<file path="config.mk">
export PLATFORM = sky130hd
export DESIGN_NAME = stone_age_rdr
export DESIGN_NICKNAME = d
export VERILOG_FILES = /design/src/rtl/stone_age_rdr.sv
export SDC_FILE = /design/constraint.sdc
export NUM_CORES = 1
export LEC_CHECK = 0
export ABC_AREA = 1
export ABC_CLOCK_PERIOD_IN_PS = 1500
export BUFFER_PORTS_ARGS = -buffer_cell sky130_fd_sc_hd__clkbuf_2
export CAP_MARGIN = 0
export CORE_ASPECT_RATIO = 1.25
export CORE_MARGIN = 5
export CORE_UTILIZATION = 55
export DETAILED_ROUTE_END_ITERATION = 8
export GPL_TIMING_DRIVEN = 0
export PLACE_DENSITY = 0.81
export SKIP_CTS_REPAIR_TIMING = 1
export SLEW_MARGIN = 0
export SYNTH_ARGS = -nofsm -noshare
export SYNTH_HDL_FRONTEND = slang
export SYNTH_SLANG_ARGS = --single-unit
</file>
<file path="constraint.sdc">
create_clock -name CLK -period 1.5 [get_ports CLK]
set_clock_uncertainty 0.05 [all_clocks]
set_input_delay 0.075 -clock CLK [delete_from_list [all_inputs] [get_ports CLK]]
set_output_delay 0.075 -clock CLK [all_outputs]
set_load 0.05 [all_outputs]
</file>
<file path="src/rtl/stone_age_rdr.sv">
// ============================================================================
// Module   : stone_age_rdr
// Purpose  : Serial tally (thermometer) code to binary count converter.
//            Optional legality checking enabled by macro STONE_AGE_CHECK_EN.
// Revision : 1.0 - initial release
// ============================================================================
`default_nettype none

module stone_age_rdr #(
    parameter int DIV = 1
) (
    input  logic        CLK,
    input  logic        CLR_N,
    input  logic        START,
    input  logic [14:0] Num_in_StoneAge_Binary,
    output logic [3:0]  Num_in_Binary,
    output logic        BUSY,
    output logic        DONE,
    output logic        ERR
);

    localparam int STEP_W = (DIV > 1) ? $clog2(DIV) : 1;
    localparam logic [STEP_W-1:0] STEP_RELOAD = STEP_W'(DIV - 1);
    localparam logic [3:0] LAST_IDX = 4'd14;

    typedef enum logic [1:0] {
        S_IDLE = 2'd0,
        S_SCAN = 2'd1,
        S_DONE = 2'd2
    } state_t;

    state_t              state;
    logic [14:0]         shreg;
    logic [3:0]          count;
    logic [3:0]          idx;
    logic [STEP_W-1:0]   step;

    logic                bit_now;
    logic [3:0]          count_next;

    assign bit_now    = shreg[0];
    assign count_next = count + {3'b000, bit_now};

`ifdef STONE_AGE_CHECK_EN
    logic zero_seen;
    logic illegal;
    logic illegal_next;

    // A mark after a gap means the code is not a contiguous tally.
    assign illegal_next = illegal | (bit_now & zero_seen);
`endif

    always_ff @(posedge CLK or negedge CLR_N) begin
        if (!CLR_N) begin
            state         <= S_IDLE;
            shreg         <= '0;
            count         <= '0;
            idx           <= '0;
            step          <= '0;
            Num_in_Binary <= '0;
            BUSY          <= 1'b0;
            DONE          <= 1'b0;
            ERR           <= 1'b0;
`ifdef STONE_AGE_CHECK_EN
            zero_seen     <= 1'b0;
            illegal       <= 1'b0;
`endif
        end else begin
            case (state)
                S_IDLE: begin
                    DONE <= 1'b0;
                    if (START) begin
                        shreg     <= Num_in_StoneAge_Binary;
                        count     <= '0;
                        idx       <= '0;
                        step      <= STEP_RELOAD;
                        BUSY      <= 1'b1;
                        state     <= S_SCAN;
`ifdef STONE_AGE_CHECK_EN
                        zero_seen <= 1'b0;
                        illegal   <= 1'b0;
`endif
                    end
                end

                S_SCAN: begin
                    if (step != '0) begin
                        step <= step - 1'b1;
                    end else begin
                        step  <= STEP_RELOAD;
                        shreg <= shreg >> 1;
                        count <= count_next;
`ifdef STONE_AGE_CHECK_EN
                        zero_seen <= zero_seen | ~bit_now;
                        illegal   <= illegal_next;
`endif
                        if (idx == LAST_IDX) begin
                            BUSY  <= 1'b0;
                            DONE  <= 1'b1;
                            state <= S_DONE;
`ifdef STONE_AGE_CHECK_EN
                            Num_in_Binary <= illegal_next ? 4'd0 : count_next;
                            ERR           <= illegal_next;
`else
                            Num_in_Binary <= count_next;
                            ERR           <= 1'b0;
`endif
                        end else begin
                            idx <= idx + 1'b1;
                        end
                    end
                end

                S_DONE: begin
                    DONE  <= 1'b0;
                    state <= S_IDLE;
                end

                default: begin
                    BUSY  <= 1'b0;
                    DONE  <= 1'b0;
                    state <= S_IDLE;
                end
            endcase
        end
    end

endmodule

`default_nettype wire
</file>
==> results of run 1 <==
[power groups by stage]
stage / combinational (mW) / clock, mW / sequential (mW)
after floorplan: 1.10 / 0 / 1.70
after global placement: 1.70 / 0 / 1.46
after detailed placement: 1.74 / 0 / 1.48
after CTS: 1.74 / 0.453 / 1.47
after global routing: 2.00 / 0.487 / 1.52
final: 1.73 / 0.432 / 1.47
[flip-flops by register name, summed over array words and instances (netlist names)]
register,cells
idx,4
state,2
BUSY,1
shreg,15
count,4
Num_in_Binary,4
DONE,1
[area by class of cell]
cell class                 count  area share, %
buffer                         7           2.55
clock buffer                   6           2.33
inverter                       9           1.91
multi-input combinational    149           37.1
sequential                    31           43.8
tap                           34           2.40
timing repair buffer          29           9.90
[worst max-delay path, delay by kind of cell, from the launching register on]
family | cells | cell delay [ns]
flops | 1 | 0.45
buf+inv | 1 | 0.10
simple gates | 4 | 0.57
fa+ha+maj | 1 | 0.16
[per-layer routing]
layer	routed length, um	global-route usage, %	part of all wire (%)	up-vias
met5	0	0	0	-
met4	82	8.70	2.8	0
met3	176	6.15	5.9	7
met2	1410	29.8	48	28
met1	1290	20.4	44	593
li1	-	-	-	670
[path summary, 6_finish.rpt]
path                                            from                      endpoint
min reg2reg                     count[0]$_DFFE_PN0P_          count[0]$_DFFE_PN0P_
max reg2reg                       idx[0]$_DFFE_PN0P_  Num_in_Binary[3]$_DFFE_PN0P_
max in group asynchronous                      CLR_N          shreg[3]$_DFFE_PN0P_
min in group asynchronous                      CLR_N            idx[2]$_DFFE_PN0P_
max                               idx[0]$_DFFE_PN0P_  Num_in_Binary[3]$_DFFE_PN0P_
min                        Num_in_StoneAge_Binary[4]          shreg[4]$_DFFE_PN0P_
[metrics by stage]
step                      util, %  hold WS (ns)  setup WS [ns]
after floorplan                 -        -0.271          0.300
after global placement       62.7         0.129          0.165
after detailed placement     62.7         0.135          0.136
after CTS                    64.2        -0.237          0.111
after global routing         66.7       0.00149        0.00689
final                        66.7       -0.0203          0.125
[kinds of logic (layout without fill, tap and decap cells)]
logic type,Yosys count,count (layout)
adders and majority gates,4,4
AOI/OAI and AO/OA,7,7
other,1,1
and+or+nand+nor,135,135
buffers and inverters,16,51
DFF,31,31
xor gates and xnor gates,2,2
[cell usage in the layout, fill, tap and decap left out]
master	count
inv_1	7
nand3_2	1
o21ai_1	2
o21a_1	1
clkbuf_2	23
nand4_1	3
nor2_1	2
buf_4	4
nand2_4	1
inv_2	2
dfrtp_1	31
dlygate4sd3_1	6
nor2_2	2
o21ai_0	3
clkbuf_1	1
buf_2	3
nand2_1	116
xor2_1	2
nand2_2	1
nand3_1	9
ha_1	4
a21oi_1	1
conb_1	1
clkbuf_4	5
==> impl_metrics.tcl, run 1 <==
set metrics [dict create \
    synth-simple-area-share_pct 36.0 \
    place_congestion 0.742 \
    syn_inst 196 \
    max_slew_margin_pct 50.3 \
    syn_nets 218 \
    synthXorXnorAreaFrac_pct 1.16 \
    swShare_pct 46.1 \
    synth_top_cell_by_area "dfrtp_1" \
    max_stage_delay_ns 0.45 \
    synth_commonest_cells "116 x nand2_1, 31 x dfrtp_1, 9 x nand3_1" \
    synth_compound_area_share_pct 2.49 \
    drc 0 \
    start_kind "flop" \
    first_pass_iters 4 \
    yosys-top-cells-area "dfrtp_1 52%, nand2_1 29%, ha_1 3.3%" \
    fin_setup_tns_ns 0 \
    first_global_vias 1205 \
    worstPathCellList "inv_1 -> ha_1 -> nand3_2 -> nor2_2 -> nand3_1 -> nand2_1" \
    pwr-share-comb_pct 47.6 \
    yosysMostFrequentCell "nand2_1" \
    syn_area_um2 1510 \
    grt.overflow.total 0 \
    io_buffers 23 \
    synth_edf_count 0 \
    coreArea_um2 2650 \
    dp.cells 253 \
    synthFlopType "dfrtp_1" \
    grt_pass1_wl_um 5150 \
    cellLeakagePower_nw 1.02 \
    fin_area_um2 1770 \
    die_h_um 68.5 \
    initialDrtViolationCount 22 \
    tightest_slew_ns 0.746 \
    clock.fmax_mhz 727 \
    grt_usage_pct 17.7 \
    drv_cap 0 \
    nNetsFinal 254 \
    routedWlPerCell_um 11.2 \
    min_period_ns 1.37 \
    syn_avg_cell_area_um2 7.68 \
    multi_input_area_um2 656 \
    critical_path.endpoint_type "flop" \
    regArea_um2 776 \
    yosysWarnings 0 \
    antenna_found_initial 0 \
    clockRootBuffer "clkbuf_4" \
    cp.required_ns 1.73 \
    status "finished with violations" \
    cts_buffers 5 \
    fin_crit_sh_pct 91.6 \
    final.fill_count 249 \
    power.switching_mw 1.67 \
    antenna_left 0 \
    crit_fanout 8 \
    clock-sinks 31 \
    fin_cells 265 \
    clk_pin_slew_ns 0.09 \
    clock_latency_ns 0.33 \
    setup_viol 0 \
    ff2ff_path_depth 6 \
    hold_class "in -> reg" \
    placed_area_um2 1660 \
    cts.path.max_buffers 2 \
    vias_per_cell 4.90 \
    finalMaxSlewViolations 0 \
    dieArea_um2 3890 \
    power_frac_seq_pct 40.5 \
    wirelength_um 2960 \
    drive_gt1_share_pct 18.2 \
    ir_drop_uv 1060 \
    htreeDepth 2 \
    synthAdderAreaFrac_pct 3.33 \
    reg2reg_slack_ns 0.13 \
    hold_slack_ns -0.0203 \
    hold_depth 5 \
    die_x_um 56.8 \
    synthMuxAreaShare_pct 0 \
    synth_top_family_by_area "simple AND/OR/NAND/NOR gates" \
    dpl.hpwl_um 2050 \
    dr_total_vias 1298 \
    p_per_area_nw_per_um2 2050 \
    synthArstFlopShare_pct 100 \
    crit_arrival_ns 1.60 \
    power.share.clock_pct 11.9 \
    start_util_pct 56.7 \
    hold_viol 10 \
    critPathKind "reg -> reg" \
    cp_slowest_cell "dfrtp_1" \
    synth_seq_cells 31 \
    diodes 0 \
    p_int_mw 1.96 \
    netlist.area_leader.share_pct 51.5 \
    rows 21 \
    grt_start_max_net_pins 32 \
    ys_types 19 \
    num_io_pins 25 \
    total_power_mw 3.63 \
    synth-seq-area-share_pct 51.5 \
    rsz0062_at_grt "no" \
    violations "hold timing" \
    syn_to_final_growth_pct 17.5 \
    cts_tree "done" \
]
Note: power is estimated with default switching activity, not from simulation.
==> inputs of run 2 (changes only) <==
--- a/config.mk
+++ b/config.mk
@@ -11,10 +11,10 @@
 export CAP_MARGIN = 0
 export CORE_ASPECT_RATIO = 1.25
 export CORE_MARGIN = 5
-export CORE_UTILIZATION = 55
+export CORE_UTILIZATION = 45
 export DETAILED_ROUTE_END_ITERATION = 8
 export GPL_TIMING_DRIVEN = 0
-export PLACE_DENSITY = 0.81
+export PLACE_DENSITY = 0.69
 export SKIP_CTS_REPAIR_TIMING = 1
 export SLEW_MARGIN = 0
 export SYNTH_ARGS = -nofsm -noshare
==> run 2 against run 1 <==
Against the previous run: the run now ends clean; utilization fell by 12 points; largest power group unchanged; highest routed layer unchanged; register-to-register slack about the same; sequential power is essentially flat; worst setup slack gained 0.014 ns; non-clock buffer count down 4; die area increased by 18%; clock-buffer cell count unchanged.
==> impl_metrics.tcl, run 2 (synthesis results as in run 1) <==
set metrics [dict create \
    status "finished, final reports clean" \
    dpl.hpwl_um 2130 \
    layout_commonest_cell "nand2_1" \
    initialDrtViolationCount 48 \
    clk_pin_slew_ns 0.06 \
    dp.cells 256 \
    grt_usage_pct 15.1 \
    clock_latency_ns 0.27 \
    largest_reg_flops 15 \
    hold_depth 5 \
    htreeDepth 2 \
    coreArea_um2 3220 \
    fin_crit_sh_pct 90.7 \
    nNetsFinal 250 \
    tightest_slew_ns 0.769 \
    pwr-share-comb_pct 46.1 \
    dieArea_um2 4610 \
    grt.overflow.total 0 \
    drc 0 \
    routedWlPerCell_um 11.2 \
    ir_drop_uv 1560 \
    ff2ff_path_depth 7 \
    start_util_pct 46.7 \
    drive_gt1_share_pct 18.5 \
    dr_total_vias 1268 \
    place_congestion 0.780 \
    clockRootBuffer "clkbuf_8" \
    min_period_ns 1.36 \
    rows 23 \
    grt_start_max_net_pins 32 \
    power.switching_mw 1.69 \
    utilization_pct 54.9 \
    cts_tree "done" \
    power_frac_seq_pct 38.6 \
    clock-sinks 31 \
    die_x_um 61.7 \
    vias_per_cell 4.80 \
    cts.path.max_buffers 2 \
    clock.fmax_mhz 735 \
    first_pass_iters 4 \
    swShare_pct 44.7 \
    setup_viol 0 \
    num_io_pins 25 \
    cellLeakagePower_nw 1.02 \
    power.share.clock_pct 15.3 \
    cts_buffers 5 \
    cp.required_ns 1.62 \
    crit_arrival_ns 1.48 \
    fin_cells 264 \
    crit_fanout 8 \
    io_buffers 23 \
    p_int_mw 2.10 \
    drv_cap 0 \
    p_per_area_nw_per_um2 2140 \
    hold_class "in -> reg" \
    hold_slack_ns 0.0374 \
    grt_pass1_wl_um 5180 \
    regMostFlops "shreg" \
    antenna_found_initial 0 \
    diodes 0 \
    rsz0062_at_grt "yes" \
    critical_path.endpoint_type "flop" \
    hold_viol 0 \
    max_slew_margin_pct 48.7 \
    finalMaxSlewViolations 0 \
    critPathKind "reg -> reg" \
    antenna_left 0 \
    syn_to_final_growth_pct 17.5 \
    layout_common_cells "116 x nand2_1, 31 x dfrtp_1, 23 x clkbuf_2" \
    first_global_vias 1262 \
    die_h_um 74.7 \
    wirelength_um 2960 \
    start_kind "flop" \
]
## run 2: cell types whose count changed in the layout (fill, tap and decap cells not counted), sizes merged
cell,delta
dlygate4sd3,-4
## run 2: metrics by stage
stage	instance area, um2	setup WS [ns]	setup TNS, ns	total power, mW
finish	1770	0.139	0	3.79
detailed placement	1670	0.129	0	3.24
global placement	1670	0.140	0	3.18
global route	1770	-0.0189	-0.0347	4.19
CTS	1740	0.119	0	3.83
floorplan	1510	0.300	0	2.80
## run 2: worst max-delay path, cell delays in order, from the launching register on
cell     delay, ns
dfrtp_1       0.43
inv_1         0.10
ha_1          0.16
nand3_2       0.19
nand2_4       0.17
inv_2         0.05
nand2_1       0.06
nand2_1       0.04
## run 2: path summary, 6_finish.rpt
kind / start / end / slack (ns)
max in group asynchronous: CLR_N / shreg[1]$_DFFE_PN0P_ / 0.56
min in group asynchronous: CLR_N / Num_in_Binary[2]$_DFFE_PN0P_ / 0.36
max reg2reg: idx[0]$_DFFE_PN0P_ / idx[3]$_DFFE_PN0P_ / 0.14
min: Num_in_StoneAge_Binary[5] / shreg[5]$_DFFE_PN0P_ / 0.04
min reg2reg: count[0]$_DFFE_PN0P_ / count[0]$_DFFE_PN0P_ / 0.43
max: idx[0]$_DFFE_PN0P_ / idx[3]$_DFFE_PN0P_ / 0.14
## run 2: cell type report
type	instances	area, um2
timing repair buffer	25	135
fill	332	1450
tap	37	46.3
multi-input combinational	149	661
inverter	9	33.8
sequential	31	776
buffer	7	45.0
clock buffer	6	72.6
## run 2: power by group through the flow
stage,Combinational (mW),Clock [mW],Sequential [mW]
after floorplan,1.10,0,1.70
after global placement,1.72,0,1.46
after detailed placement,1.76,0,1.48
after CTS,1.76,0.605,1.47
after global routing,2.04,0.635,1.52
final,1.75,0.580,1.46
## run 2: per-layer routing
metal  track usage [%]  share of wire (%)  vias to the layer above
met3              3.09                4.3                        7
met1              18.6                 47                      573
li1                  -                  -                      662
met2              24.8                 47                       26
met4              7.08                1.9                        0
met5                 0                  0                        -
==> inputs of run 3 (changes only) <==
--- a/config.mk
+++ b/config.mk
@@ -14,6 +14,7 @@
 export CORE_UTILIZATION = 45
 export DETAILED_ROUTE_END_ITERATION = 8
 export GPL_TIMING_DRIVEN = 0
+export HOLD_SLACK_MARGIN = 0.08
 export PLACE_DENSITY = 0.69
 export SKIP_CTS_REPAIR_TIMING = 1
 export SLEW_MARGIN = 0
==> run 3 against run 2 <==
Against the previous run: critical path type unchanged; sequential share of layout area shrank 1.4 points; utilization grew 1.9 points; die area is the same; worst setup slack gained 0.00099 ns; non-clock buffer count grew 6; critical path depth is the same; critical endpoint unchanged; cell count grew 2.3%.
==> impl_metrics.tcl, run 3 (synthesis results as in run 1) <==
set metrics [dict create \
    final.fill_count 326 \
    critPathKind "reg -> reg" \
    clock-sinks 31 \
    vias_per_cell 4.76 \
    cts.path.max_buffers 2 \
    largest_reg_flops 15 \
    tightest_slew_ns 0.774 \
    cpLargestDelayFamily "simple AND/OR/NAND/NOR gates" \
    grt_start_max_net_pins 32 \
    drc 0 \
    grt.overflow.total 0 \
    regArea_um2 776 \
    clock_latency_ns 0.28 \
    hold_viol 0 \
    rsz0062_at_grt "yes" \
    first_global_vias 1262 \
    first_pass_iters 4 \
    crit_top_cell "nand2_1" \
    clock.fmax_mhz 735 \
    worstPathCellList "inv_1 -> ha_1 -> nand3_2 -> nand2_4 -> inv_2 -> nand2_1 -> nand2_1" \
    crit_fanout 8 \
    ir_drop_uv 1570 \
    fin_cells 270 \
    coreArea_um2 3220 \
    layout_common_cells "116 x nand2_1, 31 x dfrtp_1, 23 x clkbuf_2" \
    reg2reg_slack_ns 0.14 \
    max_stage_delay_ns 0.43 \
    grt_pass1_wl_um 5180 \
    num_io_pins 25 \
    fin_setup_tns_ns 0 \
    dpl.hpwl_um 2130 \
    nNetsFinal 256 \
    wirelength_um 3010 \
    layout_commonest_cell "nand2_1" \
    start_kind "flop" \
    cts_buffers 5 \
    drv_cap 0 \
    crit_arrival_ns 1.48 \
    cts_tree "done" \
    p_per_area_nw_per_um2 2080 \
    hold_class "in -> reg" \
    critical_path.endpoint_type "flop" \
    cp_num_buf_inv 2 \
    antenna_found_initial 0 \
    clk_pin_slew_ns 0.06 \
    syn_to_final_growth_pct 21.5 \
    cp_slowest_cell "dfrtp_1" \
    hold_slack_ns 0.0348 \
    dieArea_um2 4610 \
    min_period_ns 1.36 \
    drive_gt1_share_pct 18.0 \
    io_buffers 23 \
    setup_viol 0 \
    cp.required_ns 1.62 \
    clockRootBuffer "clkbuf_8" \
    antenna_left 0 \
    dr_total_vias 1286 \
    max_slew_margin_pct 48.4 \
    dp.cells 256 \
    routedWlPerCell_um 11.2 \
    start_util_pct 46.7 \
    rows 23 \
    multi_input_area_um2 661 \
    cellLeakagePower_nw 1.04 \
    die_h_um 74.7 \
    diodes 0 \
    htreeDepth 2 \
    die_x_um 61.7 \
    fin_crit_sh_pct 90.7 \
    regMostFlops "shreg" \
    initialDrtViolationCount 38 \
    status "finished, final reports clean" \
    place_congestion 0.780 \
    finalMaxSlewViolations 0 \
    grt_usage_pct 15.1 \
]
-- run 3: cell count changes in the layout (fill, tap and decap cells not counted) --
cell,delta
dlygate4sd3_1,+6
-- run 3: worst paths after layout --
kind | cells after the start | end | start
worst max-delay path | 7 | idx[3]$_DFFE_PN0P_ | idx[0]$_DFFE_PN0P_
worst min register to register | 2 | count[0]$_DFFE_PN0P_ | count[0]$_DFFE_PN0P_
worst min-delay path | 5 | shreg[5]$_DFFE_PN0P_ | Num_in_StoneAge_Binary[5]
max in group asynchronous | 2 | DONE$_DFFE_PN0P_ | CLR_N
min in group asynchronous | 2 | Num_in_Binary[2]$_DFFE_PN0P_ | CLR_N
worst max register to register | 7 | idx[3]$_DFFE_PN0P_ | idx[0]$_DFFE_PN0P_
-- run 3: stage by stage --
step                total power, mW  area (um2)  setup WS (ns)  utilization [%]
floorplan                      2.80        1510          0.300                -
global placement               3.18        1670          0.140             51.7
detailed placement             3.24        1670          0.129             51.7
CTS                            3.83        1740          0.119             54.0
global route                   4.20        1830        -0.0189             56.8
finish                         3.81        1830          0.140             56.8
-- run 3: per-layer routing --
layer / vias to the layer above / routed length [um] / global-route usage [%] / share of wire (%)
met4: 0 / 57 / 7.08 / 1.9
met2: 26 / 1430 / 24.8 / 48
met5: - / 0 / 0 / 0
met3: 7 / 132 / 3.09 / 4.4
li1: 673 / - / - / -
met1: 580 / 1390 / 18.6 / 46
-- run 3: report_power, final --
group	internal (mW)	switching (mW)
logic	0.585	1.18
registers	1.21	0.249
clock network	0.308	0.280
total	2.11	1.70
-- run 3: tightest hold or removal path: stages --
cell and delay (ns):
clkbuf_2 0.07, nand2_1 0.04, nand2_1 0.05, nand2_1 0.04, nand2_1 0.05
-- run 3: cell type report --
cell class	count	area share [%]
Tap cell	37	2.53
Inverter	9	1.85
Timing Repair Buffer	31	10.7
Multi-Input combinational cell	149	36.1
Clock buffer	6	3.97
Buffer	7	2.46
Sequential cell	31	42.4
